`src/rtl/cpu_mem_loader_pkg.sv`:
```
// Shared constants, opcode and FSM encodings for the CPU memory loader.
package cpu_mem_loader_pkg;

   localparam int unsigned ADDR_W        = 64;
   localparam int unsigned DATA_W        = 64;
   localparam int unsigned IDATA_W       = 32;
   localparam int unsigned STEP_W        = 8;
   localparam int unsigned CNT_W_DEF     = 16;
   localparam int unsigned IMEM_STEP_DEF = 4;
   localparam int unsigned DMEM_STEP_DEF = 8;

   typedef enum logic [1:0] {
      OP_LOAD_IMEM = 2'b00,
      OP_LOAD_DMEM = 2'b01,
      OP_DUMP_DMEM = 2'b10,
      OP_SET_RUN   = 2'b11
   } op_e;

   typedef enum logic [2:0] {
      ST_IDLE    = 3'd0,
      ST_LOAD    = 3'd1,
      ST_RD_REQ  = 3'd2,
      ST_RD_WAIT = 3'd3,
      ST_RD_OUT  = 3'd4
   } state_e;

endpackage

```
`src/rtl/cpu_mem_loader_addr_gen.sv`:
```
// Current byte address and remaining-word counter for one loader command.
module cpu_mem_loader_addr_gen
   import cpu_mem_loader_pkg::*;
#(
   parameter int unsigned CNT_W = CNT_W_DEF
) (
   input  logic              clk,
   input  logic              rst,
   input  logic              i_load,
   input  logic [ADDR_W-1:0] i_base,
   input  logic [CNT_W-1:0]  i_count,
   input  logic              i_advance,
   input  logic [STEP_W-1:0] i_step,
   output logic [ADDR_W-1:0] o_addr,
   output logic              o_last
);

   logic [ADDR_W-1:0] r_addr;
   logic [CNT_W-1:0]  r_remaining;

   // Load on command accept, step per transferred word; address wraps mod 2^64.
   always_ff @(posedge clk) begin
      if (rst) begin
         r_addr      <= '0;
         r_remaining <= '0;
      end else if (i_load) begin
         r_addr      <= i_base;
         r_remaining <= i_count;
      end else if (i_advance) begin
         r_addr      <= r_addr + ADDR_W'(i_step);
         r_remaining <= r_remaining - CNT_W'(1);
      end
   end

   assign o_addr = r_addr;
   assign o_last = (r_remaining == CNT_W'(1));

endmodule

```
`src/rtl/cpu_mem_loader.sv`:
```
// Host command decoder driving the CPU IMEM/DMEM external ports and cpu enable.
module cpu_mem_loader
   import cpu_mem_loader_pkg::*;
#(
   parameter int unsigned CNT_W     = CNT_W_DEF,
   parameter int unsigned IMEM_STEP = IMEM_STEP_DEF,
   parameter int unsigned DMEM_STEP = DMEM_STEP_DEF
) (
   input  logic               clk,
   input  logic               rst,
   input  logic               cmd_valid,
   output logic               cmd_ready,
   input  logic [1:0]         cmd_op,
   input  logic [ADDR_W-1:0]  cmd_base,
   input  logic [CNT_W-1:0]   cmd_count,
   input  logic               in_valid,
   output logic               in_ready,
   input  logic [DATA_W-1:0]  in_data,
   input  logic               in_last,
   output logic               out_valid,
   input  logic               out_ready,
   output logic [DATA_W-1:0]  out_data,
   output logic               out_last,
   output logic               done,
   output logic               err,
   output logic               cpu_enable,
   output logic [ADDR_W-1:0]  addr_ext,
   output logic               wen_ext,
   output logic               ren_ext,
   output logic [IDATA_W-1:0] wdata_ext,
   output logic [ADDR_W-1:0]  addr_ext_2,
   output logic               wen_ext_2,
   output logic               ren_ext_2,
   output logic [DATA_W-1:0]  wdata_ext_2,
   input  logic [DATA_W-1:0]  rdata_ext_2
);

   state_e            r_state;
   state_e            w_state_nxt;
   op_e               r_op;
   op_e               w_cmd_op;
   logic              r_done;
   logic              r_err;
   logic              r_cpu_enable;
   logic [DATA_W-1:0] r_out_data;
   logic              w_accept;
   logic              w_advance;
   logic              w_finish;
   logic              w_set_err;
   logic              w_capture;
   logic              w_last;
   logic              w_load_imem;
   logic              w_load_dmem;
   logic [ADDR_W-1:0] w_cur_addr;
   logic [STEP_W-1:0] w_step;

   assign w_cmd_op = op_e'(cmd_op);
   assign w_step   = (r_op == OP_LOAD_IMEM) ? STEP_W'(IMEM_STEP) : STEP_W'(DMEM_STEP);

   cpu_mem_loader_addr_gen #(
      .CNT_W (CNT_W)
   ) u_loader_addr_gen (
      .clk       (clk),
      .rst       (rst),
      .i_load    (w_accept),
      .i_base    (cmd_base),
      .i_count   (cmd_count),
      .i_advance (w_advance),
      .i_step    (w_step),
      .o_addr    (w_cur_addr),
      .o_last    (w_last)
   );

   // FSM state register.
   always_ff @(posedge clk) begin
      if (rst) r_state <= ST_IDLE;
      else     r_state <= w_state_nxt;
   end

   // Next state and per-cycle control strobes.
   always_comb begin
      w_state_nxt = r_state;
      w_accept    = 1'b0;
      w_advance   = 1'b0;
      w_finish    = 1'b0;
      w_set_err   = 1'b0;
      w_capture   = 1'b0;
      case (r_state)
         ST_IDLE: begin
            if (cmd_valid) begin
               w_accept = 1'b1;
               if (w_cmd_op == OP_SET_RUN || cmd_count == '0) w_finish = 1'b1;
               else if (w_cmd_op == OP_DUMP_DMEM)             w_state_nxt = ST_RD_REQ;
               else                                           w_state_nxt = ST_LOAD;
            end
         end
         ST_LOAD: begin
            if (in_valid) begin
               w_advance = 1'b1;
               if (w_last) begin
                  w_finish    = 1'b1;
                  w_state_nxt = ST_IDLE;
               end else if (in_last) begin
                  w_set_err   = 1'b1;
                  w_finish    = 1'b1;
                  w_state_nxt = ST_IDLE;
               end
            end
         end
         ST_RD_REQ:  w_state_nxt = ST_RD_WAIT;
         ST_RD_WAIT: begin
            w_capture   = 1'b1;
            w_state_nxt = ST_RD_OUT;
         end
         ST_RD_OUT: begin
            if (out_ready) begin
               w_advance = 1'b1;
               if (w_last) begin
                  w_finish    = 1'b1;
                  w_state_nxt = ST_IDLE;
               end else begin
                  w_state_nxt = ST_RD_REQ;
               end
            end
         end
         default: w_state_nxt = ST_IDLE;
      endcase
   end

   // Command latch, completion pulse, sticky error and cpu enable.
   always_ff @(posedge clk) begin
      if (rst) begin
         r_op         <= OP_LOAD_IMEM;
         r_done       <= 1'b0;
         r_err        <= 1'b0;
         r_cpu_enable <= 1'b0;
      end else begin
         r_done <= w_finish;
         if (w_accept) begin
            r_op         <= w_cmd_op;
            r_err        <= 1'b0;
            r_cpu_enable <= (w_cmd_op == OP_SET_RUN) ? cmd_base[0] : 1'b0;
         end else if (w_set_err) begin
            r_err <= 1'b1;
         end
      end
   end

   // Dump word holding register, stable for the whole RD_OUT stall.
   always_ff @(posedge clk) begin
      if (rst)            r_out_data <= '0;
      else if (w_capture) r_out_data <= rdata_ext_2;
   end

   // Memory-port strobes are combinational so a word is written in its handshake cycle.
   assign w_load_imem = (r_state == ST_LOAD) && (r_op == OP_LOAD_IMEM);
   assign w_load_dmem = (r_state == ST_LOAD) && (r_op == OP_LOAD_DMEM);

   assign cmd_ready   = (r_state == ST_IDLE);
   assign in_ready    = (r_state == ST_LOAD);
   assign out_valid   = (r_state == ST_RD_OUT);
   assign out_last    = out_valid && w_last;
   assign out_data    = r_out_data;
   assign done        = r_done;
   assign err         = r_err;
   assign cpu_enable  = r_cpu_enable;

   assign wen_ext     = w_load_imem && in_valid;
   assign ren_ext     = 1'b0;
   assign addr_ext    = w_load_imem ? w_cur_addr : '0;
   assign wdata_ext   = w_load_imem ? in_data[IDATA_W-1:0] : '0;

   assign wen_ext_2   = w_load_dmem && in_valid;
   assign ren_ext_2   = (r_state == ST_RD_REQ);
   assign addr_ext_2  = (w_load_dmem || ren_ext_2) ? w_cur_addr : '0;
   assign wdata_ext_2 = w_load_dmem ? in_data : '0;

endmodule
```
`config.mk`:
```
export PLATFORM = sky130hd
export DESIGN_NAME = cpu_mem_loader
export DESIGN_NICKNAME = d
export VERILOG_FILES = /design/src/rtl/cpu_mem_loader_pkg.sv /design/src/rtl/cpu_mem_loader_addr_gen.sv /design/src/rtl/cpu_mem_loader.sv
export SDC_FILE = /design/constraint.sdc
export NUM_CORES = 1
export LEC_CHECK = 0
export BUFFER_PORTS_ARGS = -buffer_cell sky130_fd_sc_hd__buf_2
export CAP_MARGIN = 20
export CORE_AREA = 2 2 202 204
export CTS_BUF_LIST = sky130_fd_sc_hd__clkbuf_8
export DETAILED_ROUTE_END_ITERATION = 7
export DIE_AREA = 0 0 204 206
export PLACE_DENSITY = 0.53
export SLEW_MARGIN = 25
export SYNTH_ARGS = -nofsm -noshare
export SYNTH_HDL_FRONTEND = slang
export SYNTH_SLANG_ARGS = --single-unit
```
`constraint.sdc`:
```
create_clock -name clk -period 9.65 [get_ports clk]
set_clock_uncertainty 0.15 [all_clocks]
set_input_delay 0.965 -clock clk [delete_from_list [all_inputs] [get_ports clk]]
set_output_delay 0.965 -clock clk [all_outputs]
set_load 0.1 [all_outputs]
```
==> results.sh, run 1 <==
export IMPL_outcome="finished, final reports clean"
export IMPL_overflow=0
export IMPL_cp_arrival_ns=3.33
export IMPL_vdd_drop_max_mv=0.0952
export IMPL_finalSetupViolations=0
export IMPL_synthesis_nets=1450
export IMPL_dr_pass1_iters=5
export IMPL_drive_gt1_share_pct=34.3
export IMPL_utilization_pct=30.8
export IMPL_hpwl_mm=31.9
export IMPL_cts_root_buffer="clkbuf_8"
export IMPL_finalHoldViolCount=0
export IMPL_p_comb_share_pct=30.5
export IMPL_post_cts_resized=0
export IMPL_top_level_ports=515
export IMPL_dieWidth_um=204
export IMPL_seqPwrFrac_pct=40.4
export IMPL_setup_worst_path_start_class="flop"
export IMPL_wl_mm=42.5
export IMPL_grt_pass1_vias=9569
export IMPL_cts_sinks=152
export IMPL_wl_per_cell_um=19.1
export IMPL_finalCritPeriodShare_pct=46.1
export IMPL_die_y_um=206
export IMPL_clk_latency_ns=0.50
export IMPL_powerDensity_nw_per_um2=146
export IMPL_final_net_count=1897
export IMPL_power_total_uw=1810
export IMPL_max_cap_violations=0
export IMPL_finalInstanceArea_um2=12400
export IMPL_drt_iter0_markers=689
export IMPL_power_switching_uw=772
export IMPL_crit_type="flop to primary output"
export IMPL_clkSlewWorstSetupHoldPaths_ns=0.09
export IMPL_tightest_slew_ns=0.961
export IMPL_clock_path_buffers=2
export IMPL_final_setup_tns_ns=0
export IMPL_die_area_um2=42000
export IMPL_vias=10800
export IMPL_cts_tree="yes"
export IMPL_start_util_pct=22.3
export IMPL_num_fill_cells=4387
export IMPL_coreArea_um2=40200
export IMPL_ys_warn_count=0
export IMPL_areaGrowthSynthToFinish_pct=38.3
export IMPL_antenna_found_initial=12
export IMPL_rows=74
export IMPL_synthCells=1229
export IMPL_power_frac_clock_pct=29.2
export IMPL_leakage_uw=0.00557
export IMPL_cts_made_buffers=17
export IMPL_yosysUniqueCellTypes=66
export IMPL_drc=0
export IMPL_dpl_cell_area_um2=12000
export IMPL_ys_flop_type="dfxtp_1"
export IMPL_netlist_area_um2=8950
export IMPL_async_flop_share_pct=0
export IMPL_portBuffers=513
export IMPL_post_route_min_period_ns=4.45
export IMPL_p_sw_share_pct=42.6
export IMPL_grt_setup_unrepaired="no"
export IMPL_hp_class="flop to flop"
export IMPL_whs_ns=0.304
export IMPL_avgSynthCellArea_um2=7.28
export IMPL_postCtsSetupBuffers=0
export IMPL_track_usage_pct=19.1
export IMPL_grt_pass1_wl_mm=60.4
export IMPL_ys_seq_area_share_pct=34.0
export IMPL_grt_max_degree=91
export IMPL_relSlewSlack_pct=35.4
export IMPL_maxClockFrequency_ghz=0.225
export IMPL_htreeDepth=4
export IMPL_synth_edff_count=0
export IMPL_worst_path_max_fanout=37
export IMPL_postRouteAntennaNets=0
export IMPL_hold_buffers=0
export IMPL_end_kind="primary output"
export IMPL_gp_congestion=0.873
export IMPL_slew_violations=0
export IMPL_viasPerCell=4.84
export IMPL_cp_data_required_time_ns=8.54
export IMPL_internal_power_uw=1040
export IMPL_synth_seq_cells=152
[cell usage after synthesis (7+ instances only)]
cell type  count  area, um2
xnor2_1        9       78.8
buf_1          8       30.0
dfxtp_1      152       3040
a21oi_1      109        546
nand2_1      208        781
and2_1       159        995
clkbuf_1      84        315
o211ai_1      13       97.6
mux2i_1        7       70.1
and4_1         9       78.8
a31oi_1       23        144
nor4_1        20        125
a22oi_1       11       82.6
nor2b_1       58        363
nand3_1       30        150
o21ai_0       14       70.1
and3_1        16        100
nor3_1        24        120
or3_1         12       75.1
a211oi_1      24        180
nand4_1       38        238
nor2_1        85        319
xor2_1        13        114
inv_1         13       48.8
[layout make-up]
type	count	area [um2]	area share, %
clock inverters	14	148	1.19
inverters	13	48.8	0.394
clock buffers	18	248	2.00
diodes	3	7.51	0.0607
well taps	532	666	5.38
repair buffers	526	2690	21.7
flip-flops and latches	152	3040	24.6
multi-input cells	966	5530	44.7
[registers in the layout, indices dropped and copies added (netlist names)]
signal,cells
done,1
u_loader_addr_gen.o_addr,64
u_loader_addr_gen.r_remaining,16
out_data,64
err,1
r_state,3
cpu_enable,1
r_op,2
[routing by layer]
layer | global-route usage (%) | wire length, um | vias up | part of all wire, %
met1 | 22.8 | 17200 | 5114 | 40
met2 | 32.7 | 21000 | 444 | 49
met4 | 6.55 | 799 | 8 | 1.9
li1 | - | - | 5145 | -
met5 | 0 | 46 | - | 0.11
met3 | 5.76 | 3470 | 45 | 8.2
[logic make-up (layout without fill, tap and decap cells)]
family          after synthesis  in the layout  synth area share [%]
mux                          13             13                  1.54
flops                       152            152                  34.0
fa+ha+maj                     5              5                 0.783
other cells                   1              4                0.0419
xor+xnor                     22             22                  2.15
buf+inv                     111            571                  4.77
compound gates              230            230                  15.8
simple gates                695            695                  40.9
[worst max-delay path, cell delays in order (launching register included)]
cell,delay [ns]
dfxtp_1,0.54
nor2_1,0.17
nand2_1,0.52
nor2_4,0.10
nor2_4,0.58
buf_4,0.50
nor2b_1,0.10
buf_2,0.31
[placed cells by master, fill, tap and decap left out, types with 5 or more instances in the layout]
| cell type | instances |
|---|---|
| a211oi_1 | 24 |
| a21oi_1 | 108 |
| a22oi_1 | 11 |
| a31oi_1 | 23 |
| and2_1 | 158 |
| and3_1 | 16 |
| and4_1 | 9 |
| buf_2 | 512 |
| buf_4 | 13 |
| clkbuf_8 | 18 |
| clkinvlp_4 | 6 |
| dfxtp_1 | 152 |
| inv_1 | 15 |
| mux2i_1 | 7 |
| nand2_1 | 207 |
| nand2b_1 | 5 |
| nand3_1 | 30 |
| nand4_1 | 38 |
| nor2_1 | 81 |
| nor2b_1 | 58 |
| nor3_1 | 24 |
| nor4_1 | 20 |
| o211ai_1 | 13 |
| o21ai_0 | 14 |
| o22ai_1 | 6 |
| or3_1 | 12 |
| or4_1 | 6 |
| xnor2_1 | 9 |
| xor2_1 | 13 |
[power by group through the flow]
stage          logic [uW]  registers [uW]  clock network (uW)
2_1_floorplan         395             737                   0
3_3_place_gp          549             743                   0
3_5_place_dp          557             744                   0
4_1_cts               559             730                 551
5_1_grt               589             740                 570
6_report              552             732                 529
[stage by stage]
stage	instances	setup WS, ns
finish	2224	5.20
detailed placement	2189	5.64
floorplan	1229	3.71
global route	2224	4.89
global placement	2188	5.77
CTS	2221	5.06
[worst paths after layout]
kind                                  start                                         to  slack (ns)  cells past startpoint
setup reg to reg       r_op[1]$_SDFFE_PP0P_  u_loader_addr_gen.o_addr[56]$_SDFFE_PP0P_        6.04                     10
hold / removal    out_data[55]$_SDFFE_PP0P_                  out_data[55]$_SDFFE_PP0P_        0.30                      2
hold reg to reg   out_data[55]$_SDFFE_PP0P_                  out_data[55]$_SDFFE_PP0P_        0.30                      2
setup / recovery    r_state[2]$_SDFFE_PP0P_                             addr_ext_2[36]        5.20                      7
Note: power is estimated with default switching activity, not from simulation.
==> inputs of run 2 (changes only) <==
- PLACE_DENSITY: 0.53 -> 0.54
- clock period: 9.65 -> 3.6 ns (I/O delays scaled with it)
==> results.sh, run 2 (synthesis gave the netlist of run 1 again) <==
export IMPL_outcome="finished, final reports clean"
export IMPL_critPathTopFamily="simple AND/OR/NAND/NOR gates"
export IMPL_layout_common_cells="456 x buf_2, 207 x nand2_1, 158 x and2_1, 152 x dfxtp_1, 126 x dlygate4sd3_1"
export IMPL_dieWidth_um=204
export IMPL_drt_iter0_markers=721
export IMPL_crit_slowest_cell="dfxtp_1"
export IMPL_htreeDepth=4
export IMPL_top_layer_used="met4"
export IMPL_end_kind="primary output"
export IMPL_grt_pass1_vias=10700
export IMPL_drive_gt1_share_pct=35.6
export IMPL_max_cap_violations=0
export IMPL_worst_r2r_cell_count=10
export IMPL_crit_type="flop to primary output"
export IMPL_setup_worst_path_start_class="flop"
export IMPL_slew_violations=0
export IMPL_coreArea_um2=40200
export IMPL_maxClockFrequency_ghz=0.294
export IMPL_fin_ws_ns=0.195
export IMPL_die_y_um=206
export IMPL_cts_sinks=152
export IMPL_worst_path_max_fanout=46
export IMPL_start_util_pct=22.3
export IMPL_portBuffers=513
export IMPL_overflow=0
export IMPL_hpwl_mm=33.3
export IMPL_finalSetupViolations=0
export IMPL_reg2reg_from="r_op[1]$_SDFFE_PP0P_"
export IMPL_cts_root_buffer="clkbuf_8"
export IMPL_clk_latency_ns=0.52
export IMPL_hp_class="input pin to flop"
export IMPL_dp_cells=2200
export IMPL_cp_num_buf_inv=3
export IMPL_fin_cells=2360
export IMPL_whs_endpoint="u_loader_addr_gen.o_addr[14]$_SDFFE_PP0P_"
export IMPL_drc=0
export IMPL_cp_arrival_ns=2.90
export IMPL_rows=74
export IMPL_min_from="cmd_base[14]"
export IMPL_cts_made_buffers=17
export IMPL_wl_mm=44.6
export IMPL_max_stage_delay_ns=0.45
export IMPL_grt_max_degree=66
export IMPL_met2_length_mm=22.2
export IMPL_powerDensity_nw_per_um2=356
export IMPL_cts_tree="yes"
export IMPL_crit_chain="nor2_1 > nand2_1 > buf_4 > nor2_4 > buf_12 > and2_1 > buf_2"
export IMPL_grt_pass1_wl_mm=64.4
export IMPL_drt_met1_wl_mm=17.9
export IMPL_wl_met3_mm=3.38
export IMPL_post_route_min_period_ns=3.41
export IMPL_relSlewSlack_pct=38.0
export IMPL_leakage_uw=0.00634
export IMPL_vias=11200
export IMPL_wl_per_cell_um=18.9
export IMPL_rrSetupSlack_ns=0.41
export IMPL_grt_setup_unrepaired="no"
export IMPL_dr_pass1_iters=5
export IMPL_postCtsSetupBuffers=0
export IMPL_track_usage_pct=20.0
export IMPL_clkSlewWorstSetupHoldPaths_ns=0.10
export IMPL_min_path_cells=3
export IMPL_clock_path_buffers=2
export IMPL_cp_data_required_time_ns=3.09
export IMPL_viasPerCell=4.76
export IMPL_vdd_drop_max_mv=0.378
export IMPL_gp_congestion=0.885
export IMPL_preCtsSetupSlack_ns=0.440
export IMPL_top_level_ports=515
export IMPL_finalCritPeriodShare_pct=94.6
export IMPL_die_area_um2=42000
export IMPL_layout_commonest_cell="buf_2"
export IMPL_final_net_count=2035
export IMPL_postRouteAntennaNets=0
export IMPL_finalHoldViolCount=0
export IMPL_tightest_slew_ns=0.929
export IMPL_rr_endpoint="u_loader_addr_gen.o_addr[42]$_SDFFE_PP0P_"
export IMPL_antenna_found_initial=3
export IMPL_areaGrowthSynthToFinish_pct=64.5
## run 2: cell count changes in the layout (fill, tap and decap cells not counted), moves of 12 or more
cell	delta
dlygate4sd3_1	+126
buf_2	-56
buf_12	+55
nor2b_1	-54
nor2b_2	+54
buf_4	+12
## run 2: worst register-to-register path, delay by kind of cell, from the launching register on
family,cells,cell delay (ns)
buffers and inverters,1,0.10
flip-flops,1,0.33
AO/OA/AOI/OAI,1,0.16
adder cells (fa/ha/maj),2,0.40
AND/OR/NAND/NOR,6,1.98
## run 2: worst max-delay path by stage
stage,start,to,slack (ns),depth (start not counted)
floorplan,r_state[2]$_SDFFE_PP0P_,addr_ext_2[13],-0.16,5
global placement,r_op[1]$_SDFFE_PP0P_,u_loader_addr_gen.o_addr[42]$_SDFFE_PP0P_,0.48,10
detailed placement,r_op[1]$_SDFFE_PP0P_,u_loader_addr_gen.o_addr[42]$_SDFFE_PP0P_,0.44,10
CTS,r_state[2]$_SDFFE_PP0P_,addr_ext_2[63],0.11,7
global route,r_state[2]$_SDFFE_PP0P_,addr_ext[59],0.01,7
finish,r_state[2]$_SDFFE_PP0P_,addr_ext[25],0.19,7
## run 2: stage by stage
stage	TNS [ns]	utilization, %	total power [uW]	hold WS, ns	area [um2]
final	0	36.6	5240	0.0214	14700
after floorplan	-0.983	-	3060	0.290	9100
after global placement	0	32.4	3620	0.289	13000
after CTS	0	36.6	5290	0.000702	14700
after global routing	0	36.6	5470	0.0100	14700
after detailed placement	0	32.4	3640	0.294	13000
## run 2: final cells by class
| class | count | area (um2) |
|---|---|---|
| multi-input combinational | 967 | 5680 |
| antenna | 1 | 2.50 |
| timing repair buffer | 663 | 4840 |
| inverter | 13 | 48.8 |
| fill | 4217 | 25500 |
| clock buffer | 18 | 248 |
| sequential | 152 | 3040 |
| clock inverter | 14 | 195 |
| tap | 532 | 666 |
## run 2: layer usage
| metal | up-vias | track usage, % |
|---|---|---|
| met4 | 0 | 6.16 |
| met1 | 5287 | 24.1 |
| met2 | 485 | 35.3 |
| met3 | 52 | 4.54 |
| met5 | - | 0 |
| li1 | 5419 | - |
## run 2: power by group
group / leakage [uW] / internal (uW) / switching, uW
Sequential: 0.00124 / 1790 / 197
Combinational: 0.00489 / 571 / 1160
Clock: 0.000212 / 776 / 747
## run 2: what timing repair did
item                                    in CTS  in global routing
resized for setup                            0                  1
hold buffers                               126                  0
endpoints found under the hold margin      125                  0
endpoints found under the setup margin       0                 38
==> inputs of run 3 (changes only) <==
- PLACE_DENSITY: 0.54 -> 0.45
==> results.sh, run 3 (synthesis gave the netlist of run 1 again) <==
export IMPL_num_fill_cells=4312
export IMPL_worst_r2r_cell_count=10
export IMPL_gr_usage_met3_pct=4.34
export IMPL_worst_path_max_fanout=79
export IMPL_leakage_uw=0.00628
export IMPL_preCtsSetupSlack_ns=0.497
export IMPL_use_met2_pct=34.5
export IMPL_overflow=0
export IMPL_die_y_um=206
export IMPL_hp_class="input pin to flop"
export IMPL_min_from="cmd_count[9]"
export IMPL_wl_per_cell_um=18.7
export IMPL_crit_slowest_cell="dfxtp_1"
export IMPL_rows=74
export IMPL_grt_busiest_layer="met2"
export IMPL_areaGrowthSynthToFinish_pct=60.3
export IMPL_post_cts_resized=0
export IMPL_htreeDepth=4
export IMPL_cts_tree="yes"
export IMPL_cts_made_buffers=17
export IMPL_seqPwrFrac_pct=38.6
export IMPL_drive_gt1_share_pct=35.9
export IMPL_layout_common_cells="482 x buf_2, 207 x nand2_1, 158 x and2_1, 152 x dfxtp_1, 119 x dlygate4sd3_1"
export IMPL_critPathTopFamily="buffers and inverters"
export IMPL_reg2reg_from="r_op[1]$_SDFFE_PP0P_"
export IMPL_post_route_min_period_ns=3.37
export IMPL_top_level_ports=515
export IMPL_min_path_cells=3
export IMPL_gp_congestion=0.854
export IMPL_start_util_pct=22.3
export IMPL_coreArea_um2=40200
export IMPL_cp_num_buf_inv=3
export IMPL_cp_arrival_ns=2.86
export IMPL_portBuffers=513
export IMPL_rrSetupSlack_ns=0.47
export IMPL_antenna_found_initial=10
export IMPL_track_usage_pct=19.9
export IMPL_die_area_um2=42000
export IMPL_grt_pass1_vias=10500
export IMPL_p_sw_share_pct=40.1
export IMPL_max_stage_delay_ns=0.45
export IMPL_drt_iter0_markers=588
export IMPL_clk_latency_ns=0.50
export IMPL_setup_worst_path_start_class="flop"
export IMPL_dr_pass1_iters=5
export IMPL_relSlewSlack_pct=39.8
export IMPL_slew_violations=0
export IMPL_cts_root_buffer="clkbuf_8"
export IMPL_power_switching_uw=2050
export IMPL_wl_mm=44.1
export IMPL_power_total_uw=5110
export IMPL_clock_path_buffers=2
export IMPL_power_frac_clock_pct=28.6
export IMPL_clkSlewWorstSetupHoldPaths_ns=0.08
export IMPL_tightest_slew_ns=0.895
export IMPL_crit_start="r_state[2]$_SDFFE_PP0P_"
export IMPL_finalSetupViolations=0
export IMPL_max_cap_violations=0
export IMPL_layout_commonest_cell="buf_2"
export IMPL_fin_ws_ns=0.235
export IMPL_dieWidth_um=204
export IMPL_p_comb_share_pct=32.7
export IMPL_postRouteAntennaNets=0
export IMPL_hpwl_mm=33.5
export IMPL_grt_setup_unrepaired="no"
export IMPL_vias=11100
export IMPL_final_net_count=2032
export IMPL_maxClockFrequency_ghz=0.297
export IMPL_cts_sinks=152
export IMPL_finalInstanceArea_um2=14300
export IMPL_rr_endpoint="u_loader_addr_gen.o_addr[42]$_SDFFE_PP0P_"
export IMPL_viasPerCell=4.70
export IMPL_use_met1_pct=24.2
export IMPL_grt_pass1_wl_mm=63.8
export IMPL_vdd_drop_max_mv=0.208
export IMPL_end_kind="primary output"
export IMPL_grt_max_degree=80
export IMPL_dpl_cell_area_um2=12700
export IMPL_drc=0
export IMPL_finalCritPeriodShare_pct=93.5
export IMPL_powerDensity_nw_per_um2=356
export IMPL_outcome="finished, final reports clean"
export IMPL_crit_type="flop to primary output"
export IMPL_crit_chain="nor2_1 > nand2_1 > buf_4 > nor2_4 > buf_12 > and2_1 > buf_2"
export IMPL_cp_data_required_time_ns=3.09
export IMPL_internal_power_uw=3070
export IMPL_finalHoldViolCount=0
export IMPL_whs_endpoint="u_loader_addr_gen.r_remaining[9]$_SDFFE_PP0P_"
==> run 3: cell count changes in the layout (fill, tap and decap cells not counted), moves of 2 or more <==
cell           previous run  this run
buf_2                   456       482
buf_12                   55        34
dlygate4sd3_1           126       119
clkbuf_8                 18        21
clkinv_2                  2         4
clkinvlp_4                4         2
diode_2                   1         3
==> run 3: worst max path at each step <==
stage                                                 to  cells after the start
4_1_cts                                    addr_ext_2[2]                      7
3_5_place_dp   u_loader_addr_gen.o_addr[42]$_SDFFE_PP0P_                     10
5_1_grt                                     wdata_ext[8]                      7
6_report                                    wdata_ext[1]                      7
2_1_floorplan                             addr_ext_2[13]                      5
3_3_place_gp   u_loader_addr_gen.o_addr[42]$_SDFFE_PP0P_                     10
==> run 3: per-stage QoR <==
step | util, % | hold WS, ns | std cells | TNS, ns
detailed placement | 31.5 | 0.294 | 2200 | 0
floorplan | - | 0.290 | 1229 | -0.983
finish | 35.7 | 0.0436 | 2359 | 0
global placement | 31.5 | 0.289 | 2200 | 0
global route | 35.7 | 0.0190 | 2359 | 0
CTS | 35.6 | 0.00976 | 2351 | 0
==> run 3: layout make-up <==
| cell class | count | area, um2 | area share [%] |
|---|---|---|---|
| tap | 532 | 666 | 4.64 |
| sequential | 152 | 3040 | 21.2 |
| timing repair buffer | 661 | 4480 | 31.2 |
| inverter | 13 | 48.8 | 0.340 |
| clock buffer | 21 | 289 | 2.01 |
| clock inverter | 11 | 143 | 0.994 |
| multi-input combinational | 966 | 5670 | 39.5 |
| antenna | 3 | 7.51 | 0.0523 |
==> run 3: what timing repair did <==
item | 4_1_cts | 5_1_grt
hold buffers | 119 | 0
setup buffers | 0 | 5
setup endpoints to repair | 0 | 16
endpoints found under the hold margin | 120 | 0
==> run 3: tightest hold or removal path, delay by kind of cell <==
| family | cells | cell delay [ns] |
|---|---|---|
| compound gates | 1 | 0.07 |
| buf+inv | 1 | 0.09 |
| simple gates | 1 | 0.11 |
==> run 3: metal layers <==
layer / routed length [um] / vias up
met2: 22000 / 388
met4: 1080 / 12
met5: 90 / -
met1: 18200 / 5202
met3: 2680 / 60
li1: - / 5424
==> run 3: power groups by stage <==
stage	sequential, uW	clock, uW	combinational (uW)
4_1_cts	1980	1520	1680
6_report	1980	1470	1670
3_3_place_gp	2010	0	1560
2_1_floorplan	1980	0	1080
5_1_grt	2000	1580	1780
3_5_place_dp	2010	0	1570
